==> src/rtl/pc_counter_pkg.sv <==
// rtl/pc_counter_pkg.sv - default widths, step and reset value for the pc_counter block
package pc_counter_pkg;

    localparam int PC_WIDTH_DEF = 4;
    localparam int PC_STEP_DEF  = 1;
    localparam int PC_RST_DEF   = 0;

    typedef logic [PC_WIDTH_DEF-1:0] pc_t;

endpackage

==> src/rtl/pc_counter_inc.sv <==
// rtl/pc_counter_inc.sv - combinational +STEP adder with carry; PC_COUNTER_SATURATE_EN clamps at max
module pc_counter_inc
    import pc_counter_pkg::*;
#(
    parameter int WIDTH = PC_WIDTH_DEF,
    parameter int STEP  = PC_STEP_DEF
) (
    input  logic [WIDTH-1:0] cur,
    output logic [WIDTH-1:0] sum,
    output logic             carry
);

    localparam logic [WIDTH:0] STEP_W = (WIDTH+1)'(STEP);

    logic [WIDTH:0] sum_full;

    assign sum_full = {1'b0, cur} + STEP_W;
    assign carry    = sum_full[WIDTH];

`ifdef PC_COUNTER_SATURATE_EN
    // STEP >= 1, so a count attempt from the maximum always carries and clamps
    assign sum = carry ? {WIDTH{1'b1}} : sum_full[WIDTH-1:0];
`else
    assign sum = sum_full[WIDTH-1:0];
`endif

endmodule

==> src/rtl/pc_counter.sv <==
// rtl/pc_counter.sv - program-counter up counter with load and wrap flag (option: PC_COUNTER_SATURATE_EN)
module pc_counter
    import pc_counter_pkg::*;
#(
    parameter int WIDTH   = PC_WIDTH_DEF,
    parameter int STEP    = PC_STEP_DEF,
    parameter int RST_VAL = PC_RST_DEF
) (
    input  logic             clk,
    input  logic             reset,
    input  logic             en,
    input  logic             ld,
    input  logic [WIDTH-1:0] ld_val,
    output logic [WIDTH-1:0] pcounter,
    output logic             wrap
);

    localparam logic [WIDTH-1:0] RST_V = WIDTH'(RST_VAL);

    logic [WIDTH-1:0] inc_sum;
    logic             inc_carry;

    pc_counter_inc #(
        .WIDTH (WIDTH),
        .STEP  (STEP)
    ) u_inc (
        .cur   (pcounter),
        .sum   (inc_sum),
        .carry (inc_carry)
    );

    // Load outranks enable; wrap only ever reflects the count made on the previous edge
    always_ff @(posedge clk or negedge reset) begin
        if (!reset) begin
            pcounter <= RST_V;
            wrap     <= 1'b0;
        end else if (ld) begin
            pcounter <= ld_val;
            wrap     <= 1'b0;
        end else if (en) begin
            pcounter <= inc_sum;
            wrap     <= inc_carry;
        end else begin
            wrap     <= 1'b0;
        end
    end

endmodule

==> config.mk <==
export PLATFORM = sky130hd
export DESIGN_NAME = pc_counter
export DESIGN_NICKNAME = d
export VERILOG_FILES = /design/src/rtl/pc_counter_pkg.sv /design/src/rtl/pc_counter_inc.sv /design/src/rtl/pc_counter.sv
export SDC_FILE = /design/constraint.sdc
export NUM_CORES = 1
export LEC_CHECK = 0
export CAP_MARGIN = 40
export CORE_AREA = 2 2 39 41
export CTS_CLUSTER_SIZE = 30
export DETAILED_ROUTE_END_ITERATION = 16
export DIE_AREA = 0 0 41 43
export MAX_ROUTING_LAYER = met4
export PLACE_DENSITY = 0.47
export SYNTH_ARGS = -nofsm -noshare
export SYNTH_HDL_FRONTEND = slang
export SYNTH_HIERARCHICAL = 1
export SYNTH_SLANG_ARGS = --single-unit
==> constraint.sdc <==
create_clock -name clk -period 1.13 [get_ports clk]
set_clock_uncertainty 0.15 [all_clocks]
set_input_delay 0.2825 -clock clk [delete_from_list [all_inputs] [get_ports clk]]
set_output_delay 0.2825 -clock clk [all_outputs]
set_load 0.1 [all_outputs]
Word-level counts from Yosys, hierarchy flattened
Index checks and enable logic that the tools add are counted.
{ "word_totals": {"reg_bits": 5, "inputBits": 8, "output_inout_bits": 5, "word_cells": 8} }
{ "op_classes": {"addsub": 1, "muxes": 4, "n_reduce_logical": 1} }
{ "op_table": {"columns": ["cell", "count"], "rows": [
  ["two-way mux 4 bit", 2],
  ["adder 4 x 1 -> 5 bit, second input constant", 1],
  ["two-way mux 1 bit", 2],
  ["nonzero test 2 bit", 1]
]} }

Longest topological paths before layout
Gate-level depths: netlist of run 1.
{ "depth": {"word_depth": 3, "ltp_mapped": 4, "ltp_nobuf": 4} }

Cells and area by module
The synthesis of run 1 kept the hierarchy.
{ "modules_own_cells": {"columns": ["module", "n_inst", "cells_per_inst", "area_each_um2", "seq_area_each_um2"], "rows": [
  ["pc_counter", 1, 21, 224.0, 125.1],
  ["pc_counter_inc", 1, 6, 46.3, 0.0]
]} }

Worst setup path after synthesis of run 1
OpenSTA, ideal clock, no wires.
{ "synth_path": {"kind": "register -> register", "from": "register pcounter[0]", "to": "register pcounter[2]", "setup_time_ns": 0.078, "arrival_ns": 1.605, "required_ns": 0.902, "setup_slack_ns": -0.703, "stages_incl_launch_ff": 5, "n_path_buf": 0, "synth_period_minus_slack_ns": 1.833, "path_cell_list": "dfrtp_1 ha_1 xor2_1 mux2i_1 o21ai_1"} }
{ "synth_via": {"elab_chain_len": 3} }
{ "synth_lines": {"columns": ["element", "line", "text"], "rows": [
  ["start: declaration", "pc_counter.sv:14", "output logic [WIDTH-1:0] pcounter,"],
  ["start signal: assignment", "pc_counter.sv:38", "pcounter <= ld_val;"],
  ["start signal: assignment", "pc_counter.sv:41", "pcounter <= inc_sum;"],
  ["adder 4 x 1 -> 5 bit", "pc_counter_inc.sv:17", "assign sum_full = {1'b0, cur} + STEP_W;"],
  ["named net inc_sum[2]", "pc_counter.sv:20", "logic [WIDTH-1:0] inc_sum;"],
  ["two-way mux 4 bit", "pc_counter.sv:40", "end else if (en) begin"],
  ["two-way mux 4 bit", "pc_counter.sv:37", "end else if (ld) begin"]
]} }
The timed path passes the listed nets, and every way through them passes these cells. The select of a mux whose other input is x is not followed.
A chain may end at the register's enable or synchronous reset.

Worst setup path in the final report of run 1
{ "layout_path": {"from": "register pcounter[1]", "to": "output pcounter[1]"} }
No word-level cell between the ends.

==> results of run 1 <==
[report_power, final]
part / internal, mW / switching (mW) / total [mW]
Clock: 0.133 / 0.0700 / 0.203
Combinational: 0.201 / 0.235 / 0.436
Sequential: 0.208 / 0.0182 / 0.226
Total: 0.542 / 0.323 / 0.865
[through the flow]
stage	cells	utilization	area, µm²	power [mW]	hold slack (ps)
global placement	55	0.3508	485.5	0.5754	373.3
finish	65	0.4458	616.8	0.8654	114.3
global route	65	0.4458	616.8	0.9067	129.0
CTS	65	0.4105	568.0	0.8363	120.4
floorplan	27	-	296.5	0.4352	-163.1
detailed placement	55	0.3508	485.5	0.5775	377.4
[logic make-up after synthesis]
logic type	count (synthesis)	synth area share
compound gates	4	0.07408
xor+xnor	2	0.06483
fa+ha+maj	1	0.04629
buf+inv	3	0.07404
flops	5	0.4630
mux	4	0.1482
simple gates	8	0.1296
[worst max-delay path by stage]
stage	slack (ps)	cells past startpoint	endpoint
2_1_floorplan	-310	4	pcounter[2]
3_3_place_gp	-380	3	pcounter[3]
3_5_place_dp	-400	3	pcounter[3]
4_1_cts	-300	2	pcounter[1]
5_1_grt	-330	2	pcounter[1]
6_report	-300	2	pcounter[1]
[cells in the final DEF, fill, tap and decap left out, types with 2 or more instances in the layout]
cell type,count
buf_12,5
buf_4,2
buf_6,6
clkbuf_4,3
clkdlybuf4s50_1,6
dfrtp_2,2
dfrtp_4,3
mux2i_1,3
nand2_1,4
o21ai_1,4
[sequential cells by signal, summed over array words and instances (netlist names)]
signal,cells
wrap,1
pcounter,4
[layout make-up]
| cell class | count | area share |
|---|---|---|
| multi-input combinational | 19 | 0.2860 |
| tap | 16 | 0.03245 |
| timing repair buffer | 20 | 0.4077 |
| clock buffer | 4 | 0.04260 |
| inverter | 1 | 0.006085 |
| sequential | 5 | 0.2252 |
[what timing repair did]
action,CTS,global route
gates cloned,0,0
gates resized for setup,4,11
pin swaps,1,3
setup buffers,6,0
hold buffers,0,0
setup endpoints to repair,10,10
[layer usage]
layer	vias up	share of wire	global-route usage
li1	133	-	-
met1	127	0.35	0.09180
met2	8	0.58	0.1625
met3	2	0.059	0.03141
met4	0	0.0090	0.06000
met5	-	0	-
==> reports/qor.txt, run 1 <==
outcome: complete, but fails checks
violated checks: setup timing
Top FF cell, synth: dfrtp_1
Syn-to-layout area delta: 128.2%
# IOs: 13
setup TNS: -1943 ps
min cycle time layout: 1431 ps
Min-Delay Path Class: input port to async pin
syn_nets: 36
worst endpoint data arrival time: 1000 ps
vias in the first global route: 279
DRC viols: 0
syn avg cell area: 10.01 µm²
worst r2r src: pcounter[1]
Reg clk slew, reported paths: 40 ps
Static Leakage: 0.2645 nW
worst path bufs/invs: 2
std cell rows: 14
crit path cell chain: buf_6, buf_12
Syn Std Cell Area: 270.3 µm²
largest area contributor in the netlist: dfrtp_1
Post-DP HPWL: 489.7 µm
area of the multi-input gates: 176.4 µm²
worst reg-to-reg path cell count: 5
Crit Path Max Fanout: 2
synth unique cells: 13
CTS tree: yes
FFs w/ async S/R, synth: 1.000
Filler cells: 135
Skew-Pair Late Insertion Delay: 240 ps
core footprint: 1384 µm²
fin nets: 59
initial antenna violation count: 0
root buffer cell: clkbuf_4
Rel. slew slack: 0.7682
Final GP Congestion: 0.6794
Die Span Y: 43 µm
Slowest cell on crit path: dfrtp_4
CTS sink cnt: 5
fmax: 698.6 MHz
Pwr Density: 1403 nW/µm²
First DRT Iteration DRCs: 3
layout cells sized above 1: 0.5714
Worst VDD drop: 0.4911 mV
wire per inst: 10.23 µm
most instantiated cells after synthesis: 5 x dfrtp_1, 5 x nand2_1, 4 x mux2i_1, 4 x o21ai_1
period utilization: 1.267
post-synthesis cell count: 27
data required time of the critical path: 700 ps
RR Endpoint: pcounter[2]
max_cap viols: 0
type of destination of the critical path: output pin
final hold viol count: 0
first-pass GRT wire length: 1.110 mm
port bufs: 12
share of the synthesized area in the top cell type: 0.4630
Worst Setup SP: pcounter[1]
crit path launch type: flop
share of the yosys chip area belonging to registers: 0.4630
family with the most delay on the worst path: flip-flops
worst setup margin: -301.4 ps
Synth area leaders: dfrtp_1 46%, mux2i_1 15%, o21ai_1 7.4%, nand2_1 6.9%, ha_1 4.6%
Post-synth EDFFs: 0
drt pass-1 iters: 2
via count: 270
Worst-Margin Slew: 347.7 ps
fin. max-slew vios: 0
H-Tree Depth: 1
Initial Util: 0.1953
CTS Buf Count: 3
post-synthesis register bit count: 5
Register Area: 138.9 µm²
die area: 1763 µm²
clk buf depth: 2
Placement Setup Slack: -400.2 ps
Detail Route Antenna Nets: 0
diode count: 0
setup violators final: 10
Setup Crit Path Kind: flop to output pin
GRT Total Usage: 0.09834
CP peak stage delay: 470 ps
R2R Setup Slk: -260 ps
RSZ-0062 raised after global routing: true
Syn. warnings: 6
GRT overflow: 0
Die X: 41 µm
drt total wl: 665 µm
Avg Vias per Cell: 4.154
pin count of the biggest net entering global routing: 10
No activity file was read; power rests on OpenSTA's default activity.
==> run 2, diff against run 1 <==
--- a/config.mk
+++ b/config.mk
@@ -10,6 +10,7 @@
 export CTS_CLUSTER_SIZE = 30
 export DETAILED_ROUTE_END_ITERATION = 16
 export DIE_AREA = 0 0 41 43
+export HOLD_SLACK_MARGIN = 0.08
 export MAX_ROUTING_LAYER = met4
 export PLACE_DENSITY = 0.47
 export SYNTH_ARGS = -nofsm -noshare
==> results of run 2 <==
The final DEF is identical to that of run 1; final timing and power are the same.
